===== config.mk =====
export PLATFORM = sky130hd
export DESIGN_NAME = ddram_wr_rd_arbiter
export DESIGN_NICKNAME = d
export VERILOG_FILES = /design/src/rtl/ddram_arb_pkg.sv /design/src/rtl/ddram_arb_fifo.sv /design/src/rtl/ddram_wr_rd_arbiter.sv
export SDC_FILE = /design/constraint.sdc
export NUM_CORES = 2
export LEC_CHECK = 0
export ABC_AREA = 1
export BUFFER_PORTS_ARGS = -buffer_cell sky130_fd_sc_hd__buf_2
export CAP_MARGIN = 20
export CORE_ASPECT_RATIO = 0.9
export CORE_UTILIZATION = 55
export DETAILED_ROUTE_END_ITERATION = 10
export HOLD_SLACK_MARGIN = 0.03
export PLACE_DENSITY = 0.76
export SYNTH_ARGS = -nofsm -noshare
export SYNTH_HDL_FRONTEND = slang
export SYNTH_SLANG_ARGS = --single-unit

===== constraint.sdc =====
create_clock -name CLK_VIDEO -period 5.7 [get_ports CLK_VIDEO]
set_clock_uncertainty 0.05 [all_clocks]
set_input_delay 0.57 -clock CLK_VIDEO [delete_from_list [all_inputs] [get_ports CLK_VIDEO]]
set_output_delay 0.57 -clock CLK_VIDEO [all_outputs]
set_load 0.005 [all_outputs]

===== src/rtl/ddram_arb_pkg.sv =====
// ddram_arb_pkg: shared constants for the DDRAM write/read arbiter.
// FSM encodings are plain logic constants so that checkers can bind to the
// exported state value without depending on an enum type.
package ddram_arb_pkg;

  // Arbiter FSM states
  localparam logic [1:0] ST_IDLE      = 2'd0;
  localparam logic [1:0] ST_WRITE     = 2'd1;
  localparam logic [1:0] ST_READ_CMD  = 2'd2;
  localparam logic [1:0] ST_READ_WAIT = 2'd3;

  // Last-grant memory for round-robin
  localparam logic GRANT_READ  = 1'b0;
  localparam logic GRANT_WRITE = 1'b1;

  // Write FIFO entry layout: {addr[28:0], be[7:0], data[63:0]}
  localparam int ENTRY_W = 101;

  // Every DDRAM command is a single-beat burst
  localparam logic [7:0] BURST_ONE = 8'd1;

endpackage


===== src/rtl/ddram_arb_fifo.sv =====
// ddram_arb_fifo: synchronous FIFO for buffered pixel writes.
// Full/empty derive from the registered level, so a push arriving while the
// FIFO is full is dropped even if a pop happens in the same cycle.
module ddram_arb_fifo
  import ddram_arb_pkg::*;
#(
  parameter int W  = ENTRY_W,
  parameter int AW = 4
) (
  input  logic          clk,
  input  logic          rst_n,
  input  logic          push,
  input  logic [W-1:0]  din,
  input  logic          pop,
  output logic [W-1:0]  dout,
  output logic [AW:0]   level,
  output logic          full,
  output logic          empty
);

  localparam logic [AW:0] DEPTH_L = {1'b1, {AW{1'b0}}};

  logic [W-1:0]  mem [1<<AW];
  logic [AW-1:0] wr_ptr;
  logic [AW-1:0] rd_ptr;
  logic          push_ok;
  logic          pop_ok;

  assign full    = (level == DEPTH_L);
  assign empty   = (level == '0);
  assign push_ok = push && !full;
  assign pop_ok  = pop && !empty;
  assign dout    = mem[rd_ptr];

  // Storage write; contents need no reset because level gates visibility
  always_ff @(posedge clk) begin
    if (push_ok) mem[wr_ptr] <= din;
  end

  // Pointer and occupancy bookkeeping; pointers wrap naturally modulo depth
  always_ff @(posedge clk or negedge rst_n) begin
    if (!rst_n) begin
      wr_ptr <= '0;
      rd_ptr <= '0;
      level  <= '0;
    end else begin
      if (push_ok) wr_ptr <= wr_ptr + 1'b1;
      if (pop_ok)  rd_ptr <= rd_ptr + 1'b1;
      case ({push_ok, pop_ok})
        2'b10:   level <= level + 1'b1;
        2'b01:   level <= level - 1'b1;
        default: level <= level;
      endcase
    end
  end

endmodule


===== src/rtl/ddram_wr_rd_arbiter.sv =====
// ddram_wr_rd_arbiter: shares one DDRAM Avalon port between a buffered
// fire-and-forget write stream and a single-outstanding read client.
// Optional feature macro: DDRAM_ARB_STATS_EN adds drop/peak-level statistics.
//
// Handshake semantics: a DDRAM command (WE or RD) is presented with its
// fields registered and held stable while DDRAM_BUSY=1; it is accepted on the
// first rising edge where DDRAM_BUSY=0. Read data returns later on
// DDRAM_DOUT_READY. wr_req has no backpressure; rd_req is honoured only while
// rd_busy=0 and rd_valid=0.
module ddram_wr_rd_arbiter
  import ddram_arb_pkg::*;
#(
  parameter int FIFO_AW  = 4,
  parameter int HI_WATER = 12
) (
  input  logic               CLK_VIDEO,
  input  logic               RESET_N,
  input  logic               wr_req,
  input  logic [28:0]        wr_addr,
  input  logic [63:0]        wr_data,
  input  logic [7:0]         wr_be,
  output logic               wr_overflow,
  output logic [FIFO_AW:0]   wr_level,
  input  logic               rd_req,
  input  logic [28:0]        rd_addr,
  output logic               rd_busy,
  output logic [63:0]        rd_data,
  output logic               rd_valid,
  input  logic               DDRAM_BUSY,
  output logic [7:0]         DDRAM_BURSTCNT,
  output logic [28:0]        DDRAM_ADDR,
  output logic [63:0]        DDRAM_DIN,
  output logic [7:0]         DDRAM_BE,
  output logic               DDRAM_WE,
  output logic               DDRAM_RD,
  input  logic [63:0]        DDRAM_DOUT,
  input  logic               DDRAM_DOUT_READY,
`ifdef DDRAM_ARB_STATS_EN
  output logic [15:0]        stat_drops,
  output logic [FIFO_AW:0]   stat_max_level,
`endif
  output logic [1:0]         dbg_state
);

  localparam logic [FIFO_AW:0] HI_L = HI_WATER[FIFO_AW:0];

  logic [1:0]         state;
  logic               last_grant;
  logic               rd_pend;
  logic [28:0]        rd_addr_q;
  logic [ENTRY_W-1:0] head;
  logic               fifo_full;
  logic               fifo_empty;
  logic               fifo_pop;
  logic               rd_accept;
  logic               wr_drop;

  assign dbg_state      = state;
  assign DDRAM_BURSTCNT = BURST_ONE;
  assign fifo_pop       = (state == ST_WRITE) && !DDRAM_BUSY;
  assign rd_accept      = rd_req && !rd_busy && !rd_valid;
  assign wr_drop        = wr_req && fifo_full;

  ddram_arb_fifo #(.W(ENTRY_W), .AW(FIFO_AW)) u_fifo (
    .clk   (CLK_VIDEO),
    .rst_n (RESET_N),
    .push  (wr_req),
    .din   ({wr_addr, wr_be, wr_data}),
    .pop   (fifo_pop),
    .dout  (head),
    .level (wr_level),
    .full  (fifo_full),
    .empty (fifo_empty)
  );

  // Sticky overflow flag, cleared only by reset
  always_ff @(posedge CLK_VIDEO or negedge RESET_N) begin
    if (!RESET_N) wr_overflow <= 1'b0;
    else if (wr_drop) wr_overflow <= 1'b1;
  end

  // Arbitration FSM, read request capture and registered DDRAM command fields
  always_ff @(posedge CLK_VIDEO or negedge RESET_N) begin
    if (!RESET_N) begin
      state      <= ST_IDLE;
      last_grant <= GRANT_READ;
      rd_pend    <= 1'b0;
      rd_addr_q  <= '0;
      rd_busy    <= 1'b0;
      rd_valid   <= 1'b0;
      rd_data    <= '0;
      DDRAM_WE   <= 1'b0;
      DDRAM_RD   <= 1'b0;
      DDRAM_ADDR <= '0;
      DDRAM_DIN  <= '0;
      DDRAM_BE   <= '0;
    end else begin
      rd_valid <= 1'b0;
      if (rd_accept) begin
        rd_addr_q <= rd_addr;
        rd_busy   <= 1'b1;
        rd_pend   <= 1'b1;
      end
      case (state)
        ST_IDLE: begin
          // High water forces a write; otherwise reads alternate with writes
          if (wr_level >= HI_L || (!fifo_empty &&
              !(rd_pend && last_grant == GRANT_WRITE))) begin
            state      <= ST_WRITE;
            DDRAM_WE   <= 1'b1;
            DDRAM_ADDR <= head[100:72];
            DDRAM_BE   <= head[71:64];
            DDRAM_DIN  <= head[63:0];
          end else if (rd_pend) begin
            state      <= ST_READ_CMD;
            DDRAM_RD   <= 1'b1;
            DDRAM_ADDR <= rd_addr_q;
          end
        end
        ST_WRITE: begin
          if (!DDRAM_BUSY) begin
            DDRAM_WE   <= 1'b0;
            last_grant <= GRANT_WRITE;
            state      <= ST_IDLE;
          end
        end
        ST_READ_CMD: begin
          if (!DDRAM_BUSY) begin
            DDRAM_RD   <= 1'b0;
            rd_pend    <= 1'b0;
            last_grant <= GRANT_READ;
            state      <= ST_READ_WAIT;
          end
        end
        default: begin
          if (DDRAM_DOUT_READY) begin
            rd_data  <= DDRAM_DOUT;
            rd_valid <= 1'b1;
            rd_busy  <= 1'b0;
            state    <= ST_IDLE;
          end
        end
      endcase
    end
  end

`ifdef DDRAM_ARB_STATS_EN
  // Saturating drop counter and peak FIFO occupancy
  always_ff @(posedge CLK_VIDEO or negedge RESET_N) begin
    if (!RESET_N) begin
      stat_drops     <= '0;
      stat_max_level <= '0;
    end else begin
      if (wr_drop && stat_drops != 16'hFFFF) stat_drops <= stat_drops + 1'b1;
      if (wr_level > stat_max_level) stat_max_level <= wr_level;
    end
  end
`endif

endmodule


==> run_results.csv <==
group,metric,value,unit
run_status,status,"finished clean",
yosys,synth_seq_cells,1832,
setup_path,cp-end-kind,"flip-flop",
yosys,synth_edf_count,1616,
finish,final_cells,8615,
finish,fin_nets,6924,
sta,layout_min_cycle_time,3.59,ns
global_routing,grt_usage,27.9,%
power,leakagePower,32.6,nW
setup_path,reg2reg_slack,2.11,ns
sta,fin_ws,2.11,ns
sta,finalHoldViolCount,0,
yosys,yosys_warnings,0,
detailed_routing,drc,0,
setup_path,rr_endpoint,"DDRAM_DIN[5]$_DFFE_PN0P_",
sta,drv_slew,0,
clock_network,clk_latency,0.81,ns
setup_path,critPathRequiredTime,6.38,ns
min_path,hold_start,"wr_data[9]",
min_path,hold_depth,1,
clock_network,cts_tree,"built",
floorplanning,die_h,348,um
setup_path,critical_path_class,"reg2reg",
floorplanning,num_io_pins,385,
min_path,hold_class,"in2reg",
clock_network,clock_path_buffers,3,
detailed_routing,via_per_inst,5.77,
detailed_routing,first_pass_iters,6,
detailed_routing,drt_iter0_drc,6025,
global_routing,grt_first_pass_wirelength,285,mm
floorplanning,initial_core_util,55.7,%
finish,final_layout_size_suffix_gt1_share,10.7,%
global_routing,grt_antenna_before_repair,37,
place,pre_cts_ws,2.21,ns
detailed_routing,via_count,49727,
flow_run,maxCapViolCount,0,
sta,tns,0,ns
yosys,synthDistinctLibCells,29,
setup_path,start_kind,"flip-flop",
yosys,synth-main-ff-cell,"edfxtp_1",
sta,tightest_slew,1.11,ns
sta,setup_viol,0,
global_routing,grt_pass1_vias,47639,
detailed_routing,ant_nets,0,
yosys,syn_avg_cell_area,11.5,um2
sta,fin_crit_sh,62.9,%
global_routing,grt_overflow_total,0,
min_path,min_to,"u_fifo.mem[2][9]$_DFFE_PP_",
place,portBuffers,376,
sta,whs,0.0817,ns
yosys,async_flop_share,11.8,%
clock_network,clk_pin_slew,0.06,ns
place,place.gp.congestion,0.788,
clock_network,cts.sinks,1832,
floorplanning,rows,126,
place,dp.cells,8170,
floorplanning,core,132000,um2
detailed_routing,drt-wirelength-per-cell,22.1,um
yosys,synth_area,73300,um2
detailed_routing,wirelength,191,mm
sta,rsz0062_at_grt,"false",
setup_path,cp.arrival,4.27,ns
setup_path,crit_path_max_fanout,163,
yosys,ys_seq_area_share,73.6,%
sta,fmax,279,MHz
yosys,synthCells,6367,
place,place_area,76600,um2
power,total_power,43.0,mW
floorplanning,die_w,387,um
finish,final_util,63.3,%
clock_network,htreeDepth,4,
sta,maxSlewHeadroom,26.1,%
power,vdd.ir_drop.worst,673,uV
finish,design_area,83300,um2
clock_network,cts_buffers,172,
place,dpl.hpwl,91.5,mm
setup_path,r2r_start,"u_fifo.rd_ptr[0]$_DFFE_PN0P_",
setup_path,ff2ff_path_depth,9,
power,power_density,516,nW/um2
global_routing,grt_start_max_net_pins,304,
finish,area.growth.synth_to_final,13.7,%
clock_network,post_cts_resized,0,
clock_network,clockRootBuffer,"clkbuf_16",
floorplanning,die_area,135000,um2
[power by group]
part           internal [mW]  switching, mW
clock                   6.52           4.86
sequential              16.6           1.10
combinational           3.95           9.96
total                   27.1           15.9
[per-layer routing]
layer,vias to the layer above,GRT usage (%),share of wire (%)
met3,407,5.77,11
met4,26,10.2,2.8
met2,2893,44.8,47
li1,22463,-,-
met1,23938,38.0,39
met5,-,0,0.089
[cells by family after synthesis]
family          share of synthesized area, %
flops                                   73.6
buf+inv                                 4.15
compound gates                          4.44
simple gates                            17.5
other cells                           0.0102
xor+xnor                               0.108
fa+ha+maj                              0.137
[flip-flops by register name, summed over array words and instances (netlist names), 2 cells and up]
signal	cells
rd_data	64
u_fifo.rd_ptr	4
u_fifo.level	5
DDRAM_BE	8
dbg_state	2
u_fifo.mem	1616
u_fifo.wr_ptr	4
rd_addr_q	29
DDRAM_ADDR	29
DDRAM_DIN	64
[cell type report]
type	count	area, um2
antenna	24	60.1
clock buffer	259	5080
clock inverter	62	533
fill	9501	48300
sequential	1832	53900
tap	1728	2160
multi-input combinational	3826	16500
inverter	338	1310
timing repair buffer	546	3760
[Yosys cell counts (48+ instances only)]
library cell	number	area, um2
nand2_1	2149	8070
edfxtp_1	1616	48500
nand3_1	681	3410
inv_1	332	1250
nor2_1	295	1110
o21ai_0	284	1420
a21oi_1	240	1200
dfrtp_1	216	5410
buf_2	175	876
clkbuf_1	132	495
o22ai_1	94	588
nor3_1	48	240
[cells in the final DEF, fill, tap and decap left out, types with 94 or more instances in the layout]
cell,n
a21oi_1,240
edfxtp_1,1616
inv_1,331
o21ai_0,284
o22ai_1,94
nand3_1,681
nor2_1,279
buf_2,375
dlygate4sd3_1,96
dfrtp_1,212
nand2_1,2146
clkbuf_16,182
[critical path, stage by stage (launching register included)]
cell	delay [ns]
dfrtp_4	0.85
inv_16	0.56
buf_16	0.48
buf_12	0.47
nand2_1	0.14
a21oi_1	0.19
nor3_1	0.08
nand2_1	0.11
nand3_1	0.10
nand2_1	0.10
[repair_timing]
item	in CTS	in global routing
endpoints found under the hold margin	130	0
buffers inserted	0	0
hold buffers	96	0
[worst max path at each step]
stage          slack [ns]                         start                         end  cells past startpoint
3_3_place_gp         2.37  u_fifo.rd_ptr[0]$_DFFE_PN0P_    DDRAM_DIN[5]$_DFFE_PN0P_                      8
2_1_floorplan       -0.14   u_fifo.level[3]$_DFFE_PN0P_  u_fifo.mem[0][0]$_DFFE_PP_                      8
4_1_cts              2.17  u_fifo.rd_ptr[0]$_DFFE_PN0P_   DDRAM_DIN[13]$_DFFE_PN0P_                      8
5_1_grt              1.92  u_fifo.rd_ptr[0]$_DFFE_PN0P_    DDRAM_DIN[5]$_DFFE_PN0P_                      9
6_report             2.11  u_fifo.rd_ptr[0]$_DFFE_PN0P_    DDRAM_DIN[5]$_DFFE_PN0P_                      9
3_5_place_dp         2.21  u_fifo.rd_ptr[0]$_DFFE_PN0P_   DDRAM_DIN[14]$_DFFE_PN0P_                      8
(Power assumes the default switching activity.)
